`src/rtl/conv2_sched_if.sv`:
```
`default_nettype none
// ============================================================================
//  conv2_sched_if
//  Handshake and address bundle between the conv2 sequencer and the blocks
//  around it (layer control, weight ROM, pool1 feature RAM, MAC datapath).
//    slave  : the sequencer itself (takes start/stall, drives everything else)
//    master : the control / datapath side
//  Revision: 1.0  initial release
// ============================================================================
interface conv2_sched_if;
  logic       start;
  logic       stall;
  logic [7:0] k_addr0;
  logic [7:0] k_addr1;
  logic [9:0] fm_addr0;
  logic [9:0] fm_addr1;
  logic       rd_valid;
  logic       mac_en;
  logic       acc_clr;
  logic       out_we;
  logic [5:0] out_addr;
  logic       out_init;
  logic       busy;
  logic       done;

  modport slave (
    input  start, stall,
    output k_addr0, k_addr1, fm_addr0, fm_addr1, rd_valid, mac_en, acc_clr,
           out_we, out_addr, out_init, busy, done
  );

  modport master (
    output start, stall,
    input  k_addr0, k_addr1, fm_addr0, fm_addr1, rd_valid, mac_en, acc_clr,
           out_we, out_addr, out_init, busy, done
  );
endinterface
`default_nettype wire

```
`src/rtl/conv2_sched.sv`:
```
`default_nettype none
// ============================================================================
//  conv2_sched
//  Address/control sequencer for the Convolution 2 layer. Walks
//  3 channel pairs x 64 output positions x 25 kernel taps, issuing dual-port
//  weight and feature-map reads every unstalled cycle, and emits the delayed
//  MAC, accumulator-clear and output-buffer write controls.
//  Ports:
//    clk    : rising-edge clock
//    reset  : synchronous, active-low reset
//    bus    : conv2_sched_if.slave (start/stall in; addresses, rd_valid,
//             mac_en, acc_clr, out_we, out_addr, out_init, busy, done out)
//  Revision: 1.0  initial release
// ============================================================================
module conv2_sched (
  input  logic         clk,
  input  logic         reset,
  conv2_sched_if.slave bus
);

  typedef enum logic [1:0] {
    S_IDLE  = 2'd0,
    S_RUN   = 2'd1,
    S_DRAIN = 2'd2,
    S_DONE  = 2'd3
  } state_t;

  state_t     state_q;
  logic       drain_q;              // second DRAIN cycle marker
  logic [1:0] pair_q;
  logic [2:0] ox_q, oy_q;           // pos = oy*8 + ox
  logic [2:0] kx_q, ky_q;           // tap = ky*5 + kx

  // Stage 1: read data returns
  logic       mac_q, clr_q, last_q, init1_q;
  logic [5:0] pos1_q;
  // Stage 2: output-buffer write
  logic       we_q, oinit_q;
  logic [5:0] oaddr_q;

  logic       w_run, w_rd_valid;
  logic       w_kx_last, w_tap_last, w_pos_last, w_pass_last;
  logic [4:0] w_tap;
  logic [3:0] w_row, w_col;
  logic [7:0] w_k0;
  logic [9:0] w_fm0;

  assign w_run       = (state_q == S_RUN);
  assign w_rd_valid  = w_run & ~bus.stall;

  assign w_kx_last   = (kx_q == 3'd4);
  assign w_tap_last  = w_kx_last & (ky_q == 3'd4);
  assign w_pos_last  = w_tap_last & (ox_q == 3'd7) & (oy_q == 3'd7);
  assign w_pass_last = w_pos_last & (pair_q == 2'd2);

  assign w_tap = 5'(ky_q) * 5'd5 + 5'(kx_q);
  assign w_row = 4'(oy_q) + 4'(ky_q);
  assign w_col = 4'(ox_q) + 4'(kx_q);
  assign w_k0  = 8'(pair_q) * 8'd25 + 8'(w_tap);
  assign w_fm0 = 10'(pair_q) * 10'd144 + 10'(w_row) * 10'd12 + 10'(w_col);

  // Addresses are forced to zero outside RUN so idle outputs stay quiet;
  // port 1 sits three channels (3*144 words, 75 weights) above port 0.
  assign bus.k_addr0  = w_run ? w_k0 : 8'd0;
  assign bus.k_addr1  = w_run ? (w_k0 + 8'd75) : 8'd0;
  assign bus.fm_addr0 = w_run ? w_fm0 : 10'd0;
  assign bus.fm_addr1 = w_run ? (w_fm0 + 10'd432) : 10'd0;
  assign bus.rd_valid = w_rd_valid;
  assign bus.mac_en   = mac_q;
  assign bus.acc_clr  = clr_q;
  assign bus.out_we   = we_q;
  assign bus.out_addr = oaddr_q;
  assign bus.out_init = oinit_q;
  assign bus.busy     = (state_q == S_RUN) | (state_q == S_DRAIN);
  assign bus.done     = (state_q == S_DONE);

  always_ff @(posedge clk) begin
    if (!reset) begin
      state_q <= S_IDLE;
      drain_q <= 1'b0;
      pair_q  <= 2'd0;
      ox_q    <= 3'd0;
      oy_q    <= 3'd0;
      kx_q    <= 3'd0;
      ky_q    <= 3'd0;
      mac_q   <= 1'b0;
      clr_q   <= 1'b0;
      last_q  <= 1'b0;
      init1_q <= 1'b0;
      pos1_q  <= 6'd0;
      we_q    <= 1'b0;
      oinit_q <= 1'b0;
      oaddr_q <= 6'd0;
    end else begin
      // Return pipeline never stalls; it only follows what was issued.
      mac_q   <= w_rd_valid;
      clr_q   <= w_rd_valid & (w_tap == 5'd0);
      last_q  <= w_rd_valid & w_tap_last;
      init1_q <= (pair_q == 2'd0);
      pos1_q  <= {oy_q, ox_q};
      we_q    <= last_q;
      oinit_q <= last_q & init1_q;
      if (last_q) begin
        oaddr_q <= pos1_q;
      end

      unique case (state_q)
        S_IDLE: begin
          if (bus.start) begin
            state_q <= S_RUN;
          end
        end
        S_RUN: begin
          if (!bus.stall) begin
            kx_q <= w_kx_last ? 3'd0 : kx_q + 3'd1;
            if (w_kx_last) begin
              ky_q <= (ky_q == 3'd4) ? 3'd0 : ky_q + 3'd1;
            end
            if (w_tap_last) begin
              ox_q <= ox_q + 3'd1;
              if (ox_q == 3'd7) begin
                oy_q <= oy_q + 3'd1;
              end
            end
            if (w_pos_last) begin
              pair_q <= w_pass_last ? 2'd0 : pair_q + 2'd1;
            end
            if (w_pass_last) begin
              state_q <= S_DRAIN;
              drain_q <= 1'b0;
            end
          end
        end
        S_DRAIN: begin
          drain_q <= 1'b1;
          if (drain_q) begin
            state_q <= S_DONE;
          end
        end
        S_DONE: begin
          state_q <= S_IDLE;
        end
        default: begin
          state_q <= S_IDLE;
        end
      endcase
    end
  end

endmodule
`default_nettype wire

```
`src/flat_wrapper.sv`:
```
// flat-port wrapper written by rule: the top's interface ports become plain ports
module conv2_sched_flat 
  (clk, reset, bus_start, bus_stall, bus_k_addr0, bus_k_addr1, bus_fm_addr0, bus_fm_addr1, bus_rd_valid, bus_mac_en, bus_acc_clr, bus_out_we, bus_out_addr, bus_out_init, bus_busy, bus_done);
  conv2_sched_if bus_i ();
  input  logic clk;
  input  logic reset;
  input wire logic [$bits(bus_i.start)-1:0] bus_start;
  input wire logic [$bits(bus_i.stall)-1:0] bus_stall;
  output wire logic [$bits(bus_i.k_addr0)-1:0] bus_k_addr0;
  output wire logic [$bits(bus_i.k_addr1)-1:0] bus_k_addr1;
  output wire logic [$bits(bus_i.fm_addr0)-1:0] bus_fm_addr0;
  output wire logic [$bits(bus_i.fm_addr1)-1:0] bus_fm_addr1;
  output wire logic [$bits(bus_i.rd_valid)-1:0] bus_rd_valid;
  output wire logic [$bits(bus_i.mac_en)-1:0] bus_mac_en;
  output wire logic [$bits(bus_i.acc_clr)-1:0] bus_acc_clr;
  output wire logic [$bits(bus_i.out_we)-1:0] bus_out_we;
  output wire logic [$bits(bus_i.out_addr)-1:0] bus_out_addr;
  output wire logic [$bits(bus_i.out_init)-1:0] bus_out_init;
  output wire logic [$bits(bus_i.busy)-1:0] bus_busy;
  output wire logic [$bits(bus_i.done)-1:0] bus_done;
  assign bus_i.start = bus_start;
  assign bus_i.stall = bus_stall;
  assign bus_k_addr0 = bus_i.k_addr0;
  assign bus_k_addr1 = bus_i.k_addr1;
  assign bus_fm_addr0 = bus_i.fm_addr0;
  assign bus_fm_addr1 = bus_i.fm_addr1;
  assign bus_rd_valid = bus_i.rd_valid;
  assign bus_mac_en = bus_i.mac_en;
  assign bus_acc_clr = bus_i.acc_clr;
  assign bus_out_we = bus_i.out_we;
  assign bus_out_addr = bus_i.out_addr;
  assign bus_out_init = bus_i.out_init;
  assign bus_busy = bus_i.busy;
  assign bus_done = bus_i.done;
  conv2_sched u_core (.clk(clk), .reset(reset), .bus(bus_i));
endmodule
```
`config.mk`:
```
export PLATFORM = sky130hd
export DESIGN_NAME = conv2_sched_flat
export DESIGN_NICKNAME = d
export VERILOG_FILES = /design/src/rtl/conv2_sched_if.sv /design/src/rtl/conv2_sched.sv /design/src/flat_wrapper.sv
export SDC_FILE = /design/constraint.sdc
export NUM_CORES = 1
export LEC_CHECK = 0
export CAP_MARGIN = 20
export CORE_AREA = 2 2 81 83
export DETAILED_ROUTE_END_ITERATION = 6
export DIE_AREA = 0 0 83 85
export GPL_ROUTABILITY_DRIVEN = 0
export HOLD_SLACK_MARGIN = 0.08
export PLACE_DENSITY = 0.77
export SYNTH_ARGS = -nofsm -noshare
export SYNTH_HDL_FRONTEND = slang
export SYNTH_SLANG_ARGS = --single-unit
```
`constraint.sdc`:
```
create_clock -name clk -period 4.9 [get_ports clk]
set_input_delay 1.225 -clock clk [delete_from_list [all_inputs] [get_ports clk]]
set_output_delay 1.225 -clock clk [all_outputs]
set_load 0.005 [all_outputs]
```
==> key figures <==
STA
  • Worst-Margin Slew: 0.950 ns
  • Tmin final: 5.20 ns
  • Final Skew: 0.00508 ns
  • Final setup margin: -0.300 ns
  • Final worst-path cycle share: 106%
  • Pins Over Slew Limit: 0
  • Final hold vios: 0
  • Count of final setup violators: 6
  • RSZ-0062 raised after global routing: yes
  • Worst hold margin: 0.470 ns
  • Slew Limit Headroom: 36.5%
  • TNS Setup: -1.10 ns
  • Achievable frequency: 0.192 GHz

Yosys
  • Synth top area share: 24.1%
  • Post-synth net total: 392
  • Register area share after synthesis: 24.1%
  • Cell taking the most area after synthesis: dfxtp_1
  • Post-synth EDFFs: 0
  • Mapped Cells: 332
  • Dominant cells by area after synthesis: dfxtp_1 (24%), ha_1 (21%), fa_1 (4.8%), inv_1 (4.8%), and2_1 (4.7%)
  • Post-synthesis async set-or-reset flop share: 0%
  • Avg Cell Area, Syn: 8.77 um2
  • Top_reg_cell synth: dfxtp_1
  • Synth warn: 0
  • Distinct cells, synth: 47
  • Synth Register Bits: 35
  • Syn Std Cell Area: 2910 um2

CTS
  • Post-CTS Hold Buffers: 0
  • Max clock buf depth: 2
  • H-tree Lvls: 2
  • Clock buffer count from CTS: 5
  • Clock latency at the later pin of the worst-skew pair: 0.29 ns
  • Clock root cell: clkbuf_8
  • CTS tree: done
  • Reg clk slew, reported paths: 0.07 ns
  • CTS sink cnt: 35

Floorplan
  • Starting Density: 46.9%
  • Die Height: 85 um
  • Die Area: 7060 um2
  • Row cnt: 29
  • Die Wd: 83 um
  • I/O Pins: 53
  • Core ar.: 6200 um2

Drt
  • Final ANT Viol Nets: 0
  • Final wirelength: 7360 um
  • DRC viols: 0
  • Routed wl met2: 3910 um
  • Highest Signal Layer: met4
  • Drt wl/cell: 14.8 um
  • DRT Pass-1 Iters: 4
  • Met3 WL: 188 um
  • M1 WL: 3160 um
  • Drt via density: 5.12
  • Iter 0 DRT Violations: 97
  • DR vias: 2,557

Power
  • Sw frac: 30.1%
  • P per Cell Area: 200 nW/um2
  • VDD IR max: 285 uV
  • Lkg Pwr: 1.95 nW
  • Combinational share of power: 30.5%
  • Clk pwr share: 32.5%
  • Pwr Total: 0.842 mW
  • Internal: 0.589 mW
  • Register share of total power: 37.0%
  • Sw Pwr: 0.253 mW

Place
  • Final HPWL from detailed placement: 5080 um
  • Placed cells: 480
  • Port Buf Inserts: 51

Final layout
  • Most common cell after layout, fill and taps aside: ha_1
  • Multi-input logic area: 2330 um2
  • FF/Latch Area: 703 um2
  • Most frequent cells in the layout: ha_1 (39), buf_4 (36), clkdlybuf4s50_1 (35), inv_1 (33), dfxtp_1 (33)
  • Layout Area Growth over Synthesis: 44.3%
  • Finished Layout Cells: 499
  • Ant diodes: 0
  • # fillers: 453
  • Nets: 481
  • Share of layout cells above drive strength 1: 27.7%

Status
  • Failing checks: negative setup slack
  • Status: complete, but fails checks

Setup path
  • WP data required: 3.67 ns
  • Max FO, Critical Path: 4
  • CP arrival: 3.97 ns
  • Worst Setup End Kind: output pin
  • Crit path kind: reg2out
  • Crit start category: register

Worst hold path
  • Hold crit path type: reg2reg

Global route
  • Gr usage total: 19.7%
  • Initial antenna violation count: 0
  • GRT Residual Overflow: 0
  • First-pass GRT wire length: 11,500 um
  • Vias in the first global route: 2,553
  • Largest net degree at the start of global routing: 34

Job
  • Max Cap Viol: 0
worst max-delay path, stage by stage (launching register included):
cell and delay, ns:
dfxtp_2 0.36, ha_4 0.14, inv_2 0.04, fa_2 0.52, inv_2 0.05, ha_4 0.16
fa_2 0.34, xor2_1 0.16, ha_2 0.31, ha_4 0.28, nand3_1 0.11, o21bai_4 0.21
o21ai_0 0.21, nand3_1 0.19, a31oi_4 0.18, mux2_4 0.32, buf_6 0.12
kinds of logic (layout without fill, tap and decap cells):
kind of cell	count (synthesis)	count (layout)	share of synthesized area, %
XOR/XNOR	23	23	6.92
AO/OA/AOI/OAI	42	42	9.97
AND/OR/NAND/NOR	113	113	21.5
buffers and inverters	49	139	6.96
multiplexers	13	13	4.56
flip-flops	35	35	24.1
adder cells (fa/ha/maj)	56	56	25.9
other	1	1	0.129
flip-flops by register name, summed over array words and instances, names as in the netlist, 2 cells and up:
signal,cells
u_core.oy_q,3
u_core.pos1_q,6
u_core.pair_q,2
u_core.bus.out_addr,6
u_core.kx_q,3
u_core.ox_q,3
u_core.state_q,2
u_core.ky_q,3
area by class of cell:
cell class,instances,area share (%)
multi-input combinational,248,55.5
clock inverter,2,0.834
inverter,37,3.31
clock buffer,6,1.97
timing repair buffer,94,19.4
tap,77,2.29
sequential,35,16.7
per-stage QoR:
step | setup WS, ns | util [%] | cell area, um2
CTS | -0.357 | 66.0 | 4100
global route | -0.441 | 67.7 | 4200
global placement | -0.404 | 59.6 | 3700
detailed placement | -0.492 | 59.6 | 3700
floorplan | 0.00331 | - | 2910
finish | -0.300 | 67.7 | 4200
worst paths after layout:
path                  start             endpoint  slack (ns)  depth (start not counted)
max          u_core.ky_q[0]      bus_fm_addr1[9]       -0.30                         16
max reg2reg  u_core.ky_q[0]   u_core.bus.acc_clr        2.46                          8
min          u_core.init1_q  u_core.bus.out_init        0.47                          1
min reg2reg  u_core.init1_q  u_core.bus.out_init        0.47                          1
layer usage:
metal,vias up,track usage (%)
met5,-,0
met4,0,5.81
met3,15,3.31
met2,40,35.6
met1,1238,24.0
li1,1264,-
cells in the mapped netlist (2+ instances only):
| library cell | instances |
|---|---|
| nand3_1 | 8 |
| mux2i_1 | 11 |
| inv_1 | 37 |
| and2_4 | 2 |
| a21oi_1 | 13 |
| a21boi_0 | 3 |
| o21ai_0 | 6 |
| nor2b_1 | 14 |
| dfxtp_1 | 35 |
| buf_4 | 5 |
| xor2_1 | 9 |
| nor3b_1 | 2 |
| nand2_2 | 2 |
| xnor2_1 | 14 |
| or3_1 | 2 |
| clkbuf_1 | 7 |
| and3_1 | 2 |
| a21o_1 | 7 |
| ha_1 | 49 |
| o31ai_1 | 2 |
| nor2_2 | 2 |
| fa_1 | 7 |
| and2_1 | 22 |
| nor2_1 | 29 |
| o21ai_2 | 2 |
| nor3_1 | 3 |
| nand2_1 | 15 |
| a31oi_1 | 3 |
power groups by stage:
stage / Clock (mW) / Combinational (mW) / Sequential, mW
after global placement: 0 / 0.255 / 0.317
after CTS: 0.274 / 0.258 / 0.312
final: 0.273 / 0.257 / 0.311
after detailed placement: 0 / 0.260 / 0.319
after floorplan: 0 / 0.144 / 0.315
after global routing: 0.292 / 0.280 / 0.314
what timing repair did:
item	4_1_cts	5_1_grt
pin swaps	31	10
cloned	0	0
endpoints found under the setup margin	17	15
resized for setup	80	25
setup buffers	9	4
No activity file was read; power rests on OpenSTA's default activity.
